[src/rtl/lieat_ifu_pcctrl.sv]
// ============================================================================
// lieat_ifu_pcctrl
//   Fetch-PC sequencer with a static branch predictor for the IFU. Keeps a
//   single fetch outstanding, buffers the returned word for the external
//   predecoder, chooses the next fetch PC from the predecode flags, and hands
//   each instruction (with its PC and prediction) to the IDU. An EXU flush
//   redirects fetch from any state.
//
// Ports
//   clk, rst                     clock, synchronous active-high reset
//   ifu_req_*                    fetch request channel (valid/ready/pc)
//   ifu_rsp_*                    fetch response channel (valid/ready/inst)
//   dec_inst                     buffered word presented to the predecoder
//   dec_rs1/imm/jal/jalr/bxx/
//   dec_ecall/mret/fencei        predecode results for dec_inst
//   jalr_rs1_idx/rdata/busy      register-file read port for jalr targets
//   csr_mtvec, csr_mepc          trap vector and trap return PC
//   exu_flush, exu_flush_pc      redirect from the execution unit
//   fencei_req, fencei_ack       icache invalidate handshake
//   ifu_o_*                      instruction hand-off to the IDU
// ============================================================================
module lieat_ifu_pcctrl #(
    parameter int              XLEN       = 32,
    parameter int              RGIDX_SIZE = 5,
    parameter logic [XLEN-1:0] RESET_PC   = 32'h8000_0000
) (
    input  logic                  clk,
    input  logic                  rst,

    output logic                  ifu_req_valid,
    input  logic                  ifu_req_ready,
    output logic [XLEN-1:0]       ifu_req_pc,

    input  logic                  ifu_rsp_valid,
    output logic                  ifu_rsp_ready,
    input  logic [XLEN-1:0]       ifu_rsp_inst,

    output logic [XLEN-1:0]       dec_inst,
    input  logic [RGIDX_SIZE-1:0] dec_rs1,
    input  logic [XLEN-1:0]       dec_imm,
    input  logic                  dec_jal,
    input  logic                  dec_jalr,
    input  logic                  dec_bxx,
    input  logic                  dec_ecall,
    input  logic                  dec_mret,
    input  logic                  dec_fencei,

    output logic [RGIDX_SIZE-1:0] jalr_rs1_idx,
    input  logic [XLEN-1:0]       jalr_rs1_rdata,
    input  logic                  jalr_rs1_busy,

    input  logic [XLEN-1:0]       csr_mtvec,
    input  logic [XLEN-1:0]       csr_mepc,

    input  logic                  exu_flush,
    input  logic [XLEN-1:0]       exu_flush_pc,

    output logic                  fencei_req,
    input  logic                  fencei_ack,

    output logic                  ifu_o_valid,
    input  logic                  ifu_o_ready,
    output logic [XLEN-1:0]       ifu_o_inst,
    output logic [XLEN-1:0]       ifu_o_pc,
    output logic                  ifu_o_pred_taken
);

    typedef enum logic [2:0] {
        S_REQ,      // request pc_r from memory
        S_WAIT,     // one fetch outstanding
        S_HOLD,     // buffered word offered to IDU, next PC predicted
        S_JALR,     // waiting for rs1 to become readable
        S_FENCEI,   // waiting for icache invalidate
        S_DROP      // outstanding response belongs to a flushed path
    } state_t;

    state_t                  state_q, state_d;
    logic [XLEN-1:0]         pc_r, pc_d;
    logic [XLEN-1:0]         ibuf_q, ibuf_d;
    logic [RGIDX_SIZE-1:0]   rs1_q, rs1_d;
    logic [XLEN-1:0]         imm_q, imm_d;
    logic                    flush_pend_q, flush_pend_d;

    logic [XLEN-1:0]         pc_plus4;
    logic [XLEN-1:0]         pc_plus_imm;
    logic [XLEN-1:0]         hold_next_pc;
    logic [XLEN-1:0]         jalr_sum;
    logic                    bxx_taken;
    logic                    hold;

    assign pc_plus4    = pc_r + XLEN'(4);
    assign pc_plus_imm = pc_r + dec_imm;
    assign jalr_sum    = jalr_rs1_rdata + imm_q;

    // Static prediction: backward branches (negative offset) are loops.
    assign bxx_taken   = dec_bxx & dec_imm[XLEN-1];

    // NOTE: every signal written in an always_comb gets a default first;
    // a path that leaves one unassigned would infer a latch.
    always_comb begin
        hold_next_pc = pc_plus4;
        if (dec_jal)                   hold_next_pc = pc_plus_imm;
        else if (dec_bxx)              hold_next_pc = bxx_taken ? pc_plus_imm : pc_plus4;
        else if (dec_ecall)            hold_next_pc = csr_mtvec;
        else if (dec_mret)             hold_next_pc = csr_mepc;
    end

    always_comb begin
        state_d       = state_q;
        pc_d          = pc_r;
        ibuf_d        = ibuf_q;
        rs1_d         = rs1_q;
        imm_d         = imm_q;
        flush_pend_d  = flush_pend_q;
        ifu_req_valid = 1'b0;
        ifu_rsp_ready = 1'b0;
        fencei_req    = 1'b0;
        hold          = 1'b0;

        case (state_q)
            S_REQ: begin
                // Never issue a fetch for a PC that is being redirected.
                ifu_req_valid = ~exu_flush;
                if (ifu_req_valid && ifu_req_ready) state_d = S_WAIT;
            end
            S_WAIT: begin
                ifu_rsp_ready = 1'b1;
                if (ifu_rsp_valid) begin
                    ibuf_d  = ifu_rsp_inst;
                    state_d = S_HOLD;
                end
            end
            S_HOLD: begin
                hold = 1'b1;
                if (ifu_o_ready) begin
                    if (dec_jalr) begin
                        // Predecode outputs follow ibuf; capture what the
                        // target computation needs before ibuf is reused.
                        rs1_d   = dec_rs1;
                        imm_d   = dec_imm;
                        state_d = S_JALR;
                    end else if (dec_fencei) begin
                        state_d = S_FENCEI;
                    end else begin
                        pc_d    = hold_next_pc;
                        state_d = S_REQ;
                    end
                end
            end
            S_JALR: begin
                if (!jalr_rs1_busy) begin
                    pc_d    = {jalr_sum[XLEN-1:1], 1'b0};
                    state_d = S_REQ;
                end
            end
            S_FENCEI: begin
                fencei_req = 1'b1;
                if (fencei_ack) begin
                    // A flush during the invalidate already set pc_r to the
                    // redirect target; otherwise resume after the fence.i.
                    pc_d         = flush_pend_q ? pc_r : pc_plus4;
                    flush_pend_d = 1'b0;
                    state_d      = S_REQ;
                end
            end
            S_DROP: begin
                ifu_rsp_ready = 1'b1;
                if (ifu_rsp_valid) state_d = S_REQ;
            end
            default: state_d = S_REQ;
        endcase

        // Flush overrides whatever the state logic decided above.
        if (exu_flush) begin
            pc_d = exu_flush_pc;
            case (state_q)
                S_WAIT:   state_d = ifu_rsp_valid ? S_REQ : S_DROP;
                S_DROP:   state_d = ifu_rsp_valid ? S_REQ : S_DROP;
                S_FENCEI: begin
                    // The icache invalidate cannot be cancelled: keep
                    // waiting for its ack, then fetch from the new PC.
                    state_d      = S_FENCEI;
                    flush_pend_d = 1'b1;
                end
                default:  state_d = S_REQ;
            endcase
        end
    end

    // NOTE: sequential state uses non-blocking assignments so every register
    // samples the pre-edge value of the others.
    always_ff @(posedge clk) begin
        if (rst) begin
            state_q      <= S_REQ;
            pc_r         <= RESET_PC;
            ibuf_q       <= '0;
            rs1_q        <= '0;
            imm_q        <= '0;
            flush_pend_q <= 1'b0;
        end else begin
            state_q      <= state_d;
            pc_r         <= pc_d;
            ibuf_q       <= ibuf_d;
            rs1_q        <= rs1_d;
            imm_q        <= imm_d;
            flush_pend_q <= flush_pend_d;
        end
    end

    assign ifu_req_pc       = pc_r;
    assign dec_inst         = ibuf_q;
    assign jalr_rs1_idx     = rs1_q;

    // IDU outputs are qualified by S_HOLD so they read as zero when idle.
    assign ifu_o_valid      = hold;
    assign ifu_o_inst       = hold ? ibuf_q : '0;
    assign ifu_o_pc         = hold ? pc_r   : '0;
    assign ifu_o_pred_taken = hold & (dec_jal | dec_jalr | dec_ecall | dec_mret | bxx_taken);

endmodule

[config.mk]
export PLATFORM = sky130hd
export DESIGN_NAME = lieat_ifu_pcctrl
export DESIGN_NICKNAME = d
export VERILOG_FILES = /design/src/rtl/lieat_ifu_pcctrl.sv
export SDC_FILE = /design/constraint.sdc
export NUM_CORES = 1
export LEC_CHECK = 0
export CAP_MARGIN = 10
export CELL_PAD_IN_SITES_DETAIL_PLACEMENT = 1
export CELL_PAD_IN_SITES_GLOBAL_PLACEMENT = 1
export CORE_ASPECT_RATIO = 1.2
export CORE_MARGIN = 1
export CORE_UTILIZATION = 29
export DETAILED_ROUTE_END_ITERATION = 7
export PLACE_DENSITY = 0.87
export SLEW_MARGIN = 20
export SYNTH_ARGS = -nofsm -noshare
export SYNTH_HDL_FRONTEND = slang
export SYNTH_SLANG_ARGS = --single-unit
[constraint.sdc]
create_clock -name clk -period 4.2 [get_ports clk]
set_input_delay 0.84 -clock clk [delete_from_list [all_inputs] [get_ports clk]]
set_output_delay 0.84 -clock clk [all_outputs]
set_load 0.01 [all_outputs]
# Word-level counts from Yosys, hierarchy flattened
# Cells that the tools add are included.
word_totals:
  register_bits: 105
  input_bits: 211
  out_inout_bits: 138
  word_cells: 73
classes:
  add_sub_neg: 3
  eq_ne: 14
  muxes: 35
  n_bitwise: 7
  reduce_logical: 8
op_table:
  columns: ["cell", "n"]
  rows:
  - ["two-way mux 32 bit", 14]
  - ["one-hot mux 32 bit (3 select lines)", 1]
  - ["adder 32 bit", 2]
  - ["adder 32 x 3 -> 32 bit (second input constant)", 1]
  - ["two-way mux 3 bit", 10]
  - ["!= test 3 bit (second input constant)", 9]
  - ["one-hot mux 3 bit (6 select lines)", 1]
  - ["two-way mux 1 bit", 8]
  - ["AND reduction 7 bit", 1]
  - ["== test 3 x 2 -> 1 bit (second input constant)", 2]
  - ["== test 3 bit (second input constant)", 2]
  - ["one-hot mux 3 bit (2 select lines)", 1]
  - ["AND reduction 6 bit", 1]
  - ["OR 1 bit", 4]
  - ["nonzero test 4 bit", 1]
  - ["== test 3 x 1 -> 1 bit (second input constant)", 1]
  - ["logical NOT 3 bit", 1]
  - ["AND reduction 3 bit", 1]
  - ["bitwise AND 1 bit", 2]
  - ["AND reduction 2 bit", 1]
  - ["OR reduction 2 bit", 1]
  - ["logical AND 1 bit", 1]
  - ["NOT 1 bit", 1]

# Logic depth before layout (Yosys ltp)
logic_depth:
  word_depth: 10
  depth_mapped: 12
  ltp_nobuf: 12

# Worst setup path after synthesis
# Ideal clock, no wire load.
synth_path:
  path_type: "input -> register"
  startpoint: "in dec_imm[0]"
  endpoint: "reg pc_r[24] (netlist: ifu_req_pc[24])"
  t_arrival_ns: 3.126
  required_time_ns: 4.126
  slack_ns: 1.000
  cell_stages: 12
  n_path_buf: 0
  cell_sequence: "ha_1 inv_1 fa_1 nand2b_1 a21o_2 a21oi_2 a2111oi_4 o31ai_4 a221oi_2 or3_1 a211o_1 a31oi_1"
synth_via:
  elab_chain_len: 9
synth_rtl:
  columns: ["item", "line_no", "rtl"]
  rows:
  - ["start, declared", "40", "input logic [XLEN-1:0] dec_imm,"]
  - ["adder 32 bit (*)", "92", "assign pc_plus_imm = pc_r + dec_imm;"]
  - ["two-way mux 32 bit (2 in a row)", "103", "else if (dec_bxx) hold_next_pc = bxx_taken ? pc_plus_imm : pc_plus4;"]
  - ["two-way mux 32 bit (*)", "102", "if (dec_jal) hold_next_pc = pc_plus_imm;"]
  - ["two-way mux 32 bit (*)", "142", "end else if (dec_fencei) begin"]
  - ["two-way mux 32 bit (*)", "136", "if (dec_jalr) begin"]
  - ["two-way mux 32 bit (*)", "135", "if (ifu_o_ready) begin"]
  - ["one-hot mux 32 bit (3 select lines) (*)", "120", "case (state_q)"]
  - ["two-way mux 32 bit (*)", "174", "if (exu_flush) begin"]
  - ["end signal, assigned", "202", "pc_r <= pc_d;"]
  - ["end, declared", "78", "logic [XLEN-1:0] pc_r, pc_d;"]
# Every way passes the cells marked *; elsewhere a longest branch is shown, timed or not. The select of a mux whose other input is x is not followed.
# A chain may end at the register's enable or synchronous reset.

# Final worst setup path
layout_path:
  startpoint: "in dec_imm[1]"
  endpoint: "reg pc_r[23] (netlist: ifu_req_pc[23])"
# The elaborated chain is that of the path after synthesis.

==> impl_metrics.yaml <==
status:
  status: "complete, but fails checks"
  violations: "design-rule violations"
sta:
  rsz0062_at_grt: "false"
  final.min_clock_period_ns: 3.88
  maxSlewHeadroom_pct: 26.4
  post-route-period-util_pct: 92.4
  fmax_mhz: 258
  hold_ws_ns: 0.463
  finalHoldViolCount: 0
  slew_viol_final: 0
  setup_viol: 0
  worst_slew_pin_slew_ns: 1.10
  fin_worst_skew_ns: 0.0140
clock_tree:
  ctsResizeCount: 0
  post_cts.repair.setup_buffers: 0
  clockRootBuffer: "clkbuf_16"
  cts_buffers: 9
  insertion_delay_ns: 0.38
  cts_sinks: 105
  htreeDepth: 3
  cts_hold_buffers: 0
  cts_buffer_depth: 2
  path_clk_slew_ns: 0.08
  cts_tree: "built"
final_layout:
  mostFrequentLayoutCells: "clkdlybuf4s50_1, nand2_1, a21oi_1"
  syn_to_final_growth_pct: 45.9
  n_antenna_cell: 0
  multi_input_area_um2: 6910
  seqCellArea_um2: 2100
  num-nets-final: 1905
  layout_commonest_cell: "clkdlybuf4s50_1"
  nFillCells: 3918
  drive_gt1_share_pct: 5.50
route:
  drt_iter0_drc: 770
  vias_per_cell: 5.82
  first_pass_iters: 8
  ant_nets: 0
  drt_wl_total_mm: 48.3
  drc: 13
  num_vias: 11900
  wire_per_inst_um: 23.7
logic_synthesis:
  synth_cell_type_count: 85
  netlist.area_leader.share_pct: 22.4
  synth_edf_count: 0
  synth_nets: 1586
  syn-cell-area_um2: 9400
  yosysTopAreaCell: "dfxtp_1"
  synth.yosys.seq_area_share_pct: 22.4
  yosys-top-cells-area: "dfxtp_1, nand2_1, a21oi_1"
  synth.avg_cell_area_um2: 7.17
  ys_async_sr_fraction_pct: 0
  synth_warnings: 0
  ys.flop_type: "dfxtp_1"
  syn_inst: 1311
  synth_seq_cells: 105
floorplanning:
  ioPinCount: 349
  fp-row-count: 71
  die_w_um: 166
  die_area_um2: 33200
  fp.coreArea_um2: 31600
  die_h_um: 199
  start_util_pct: 29.7
setup_path:
  startpoint: "dec_imm[1]"
  worstReg2RegEnd: "ifu_req_pc[23]"
  critPathLaunchType: "input port"
  crit_fanout: 6
  crit_path_end: "ifu_req_pc[23]"
  r2r_slack_ns: 0.83
  reg2reg_depth: 11
  crit_required_ns: 4.46
  crit_type: "in2reg"
  r2r-start: "ifu_req_pc[2]"
  worstSetupEndpointType: "register"
  cp_data_arrival_time_ns: 4.14
global_routing:
  grt_pass1_wl_mm: 72.0
  grt_pass1_vias: 12200
  antenna_found_initial: 1
  grt_max_degree: 62
  grt_usage_pct: 28.3
  grt_overflow_total: 0
placed_design:
  port_buffers: 348
  dp_hpwl_mm: 38.1
  place.gp.congestion: 0.918
pwr:
  total_power_w: 0.00387
  p_per_area_nw_per_um2: 282
  ir_drop_uv: 171
  p_leak_nw: 5.37
flow_run:
  cap_violations: 0
worst_hold_path:
  hold_path_class: "reg2reg"
## report_power, final
| group | total (W) | switching (W) | internal, W |
|---|---|---|---|
| Combinational | 0.00171 | 0.000950 | 0.000757 |
| Sequential | 0.00123 | 0.000158 | 0.00107 |
| Clock | 0.000933 | 0.000504 | 0.000429 |
## registers in the layout, summed over array words and instances, names as in the netlist, named ones only
register / flops
state_q: 3
ifu_req_pc: 32
imm_q: 32
dec_inst: 32
jalr_rs1_idx: 5
## Yosys cell counts (all sizes together) (15+ instances only)
cell	number
nand2	224
a21oi	159
dfxtp	105
nor2	82
clkbuf	72
and3	71
o21ai	67
ha	62
xor2	40
xnor2	37
a21o	34
inv	30
nand3	28
nor3	27
a22oi	25
o22ai	23
o221ai	17
nand2b	16
nand4	15
## critical path: stages
cell,delay [ns]
clkdlybuf4s50_1,0.51
ha_1,0.26
a211oi_1,0.43
o21ai_2,0.16
o21ai_0,0.35
o211ai_1,0.33
a41oi_2,0.50
o21ai_0,0.22
xor2_1,0.18
a221oi_1,0.29
nor2_1,0.07
## through the flow
step	instance area [um^2]	std cells	TNS [ns]	utilization (%)	worst slack, ns
after global placement	13400	2020	0	42.4	0.142
final	13700	2036	0	43.4	0.319
after detailed placement	13400	2020	-0.0227	42.4	-0.0227
after CTS	13700	2036	0	43.4	0.361
after global routing	13700	2036	0	43.4	0.196
after floorplan	9400	1311	0	-	1.00
## kinds of logic (layout without fill, tap and decap cells)
logic type / Yosys count / count (layout) / synth area share [%]
simple gates: 506 / 506 / 25.4
compound gates: 447 / 447 / 31.5
buf+inv: 108 / 432 / 4.38
flops: 105 / 105 / 22.4
xor+xnor: 77 / 77 / 7.25
fa+ha+maj: 64 / 64 / 8.67
mux: 4 / 4 / 0.426
## how the worst min path moves through the flow
stage                                from         endpoint  slack [ns]  cells past startpoint
after floorplan                 imm_q[10]        imm_q[10]        0.44                      2
final                           imm_q[22]        imm_q[22]        0.46                      2
after CTS                       imm_q[22]        imm_q[22]        0.46                      2
after global routing            imm_q[17]        imm_q[17]        0.48                      2
after detailed placement  jalr_rs1_idx[3]  jalr_rs1_idx[3]        0.45                      2
after global placement    jalr_rs1_idx[3]  jalr_rs1_idx[3]        0.44                      2
## per-layer routing
| layer | routed length (um) | track usage, % | up-vias |
|---|---|---|---|
| met5 | 11 | 0 | - |
| met2 | 23700 | 50.2 | 535 |
| li1 | - | - | 5467 |
| met1 | 19100 | 33.1 | 5731 |
| met4 | 2270 | 14.6 | 2 |
| met3 | 3260 | 4.26 | 122 |
## layout make-up
class / instances / area share [%]
multi-input cells: 1098 / 50.4
repair buffers: 386 / 27.6
flip-flops and latches: 105 / 15.3
well taps: 401 / 3.66
clock buffers: 9 / 1.64
inverters: 30 / 0.821
clock inverters: 7 / 0.593
Note: power is estimated with default switching activity, not from simulation.
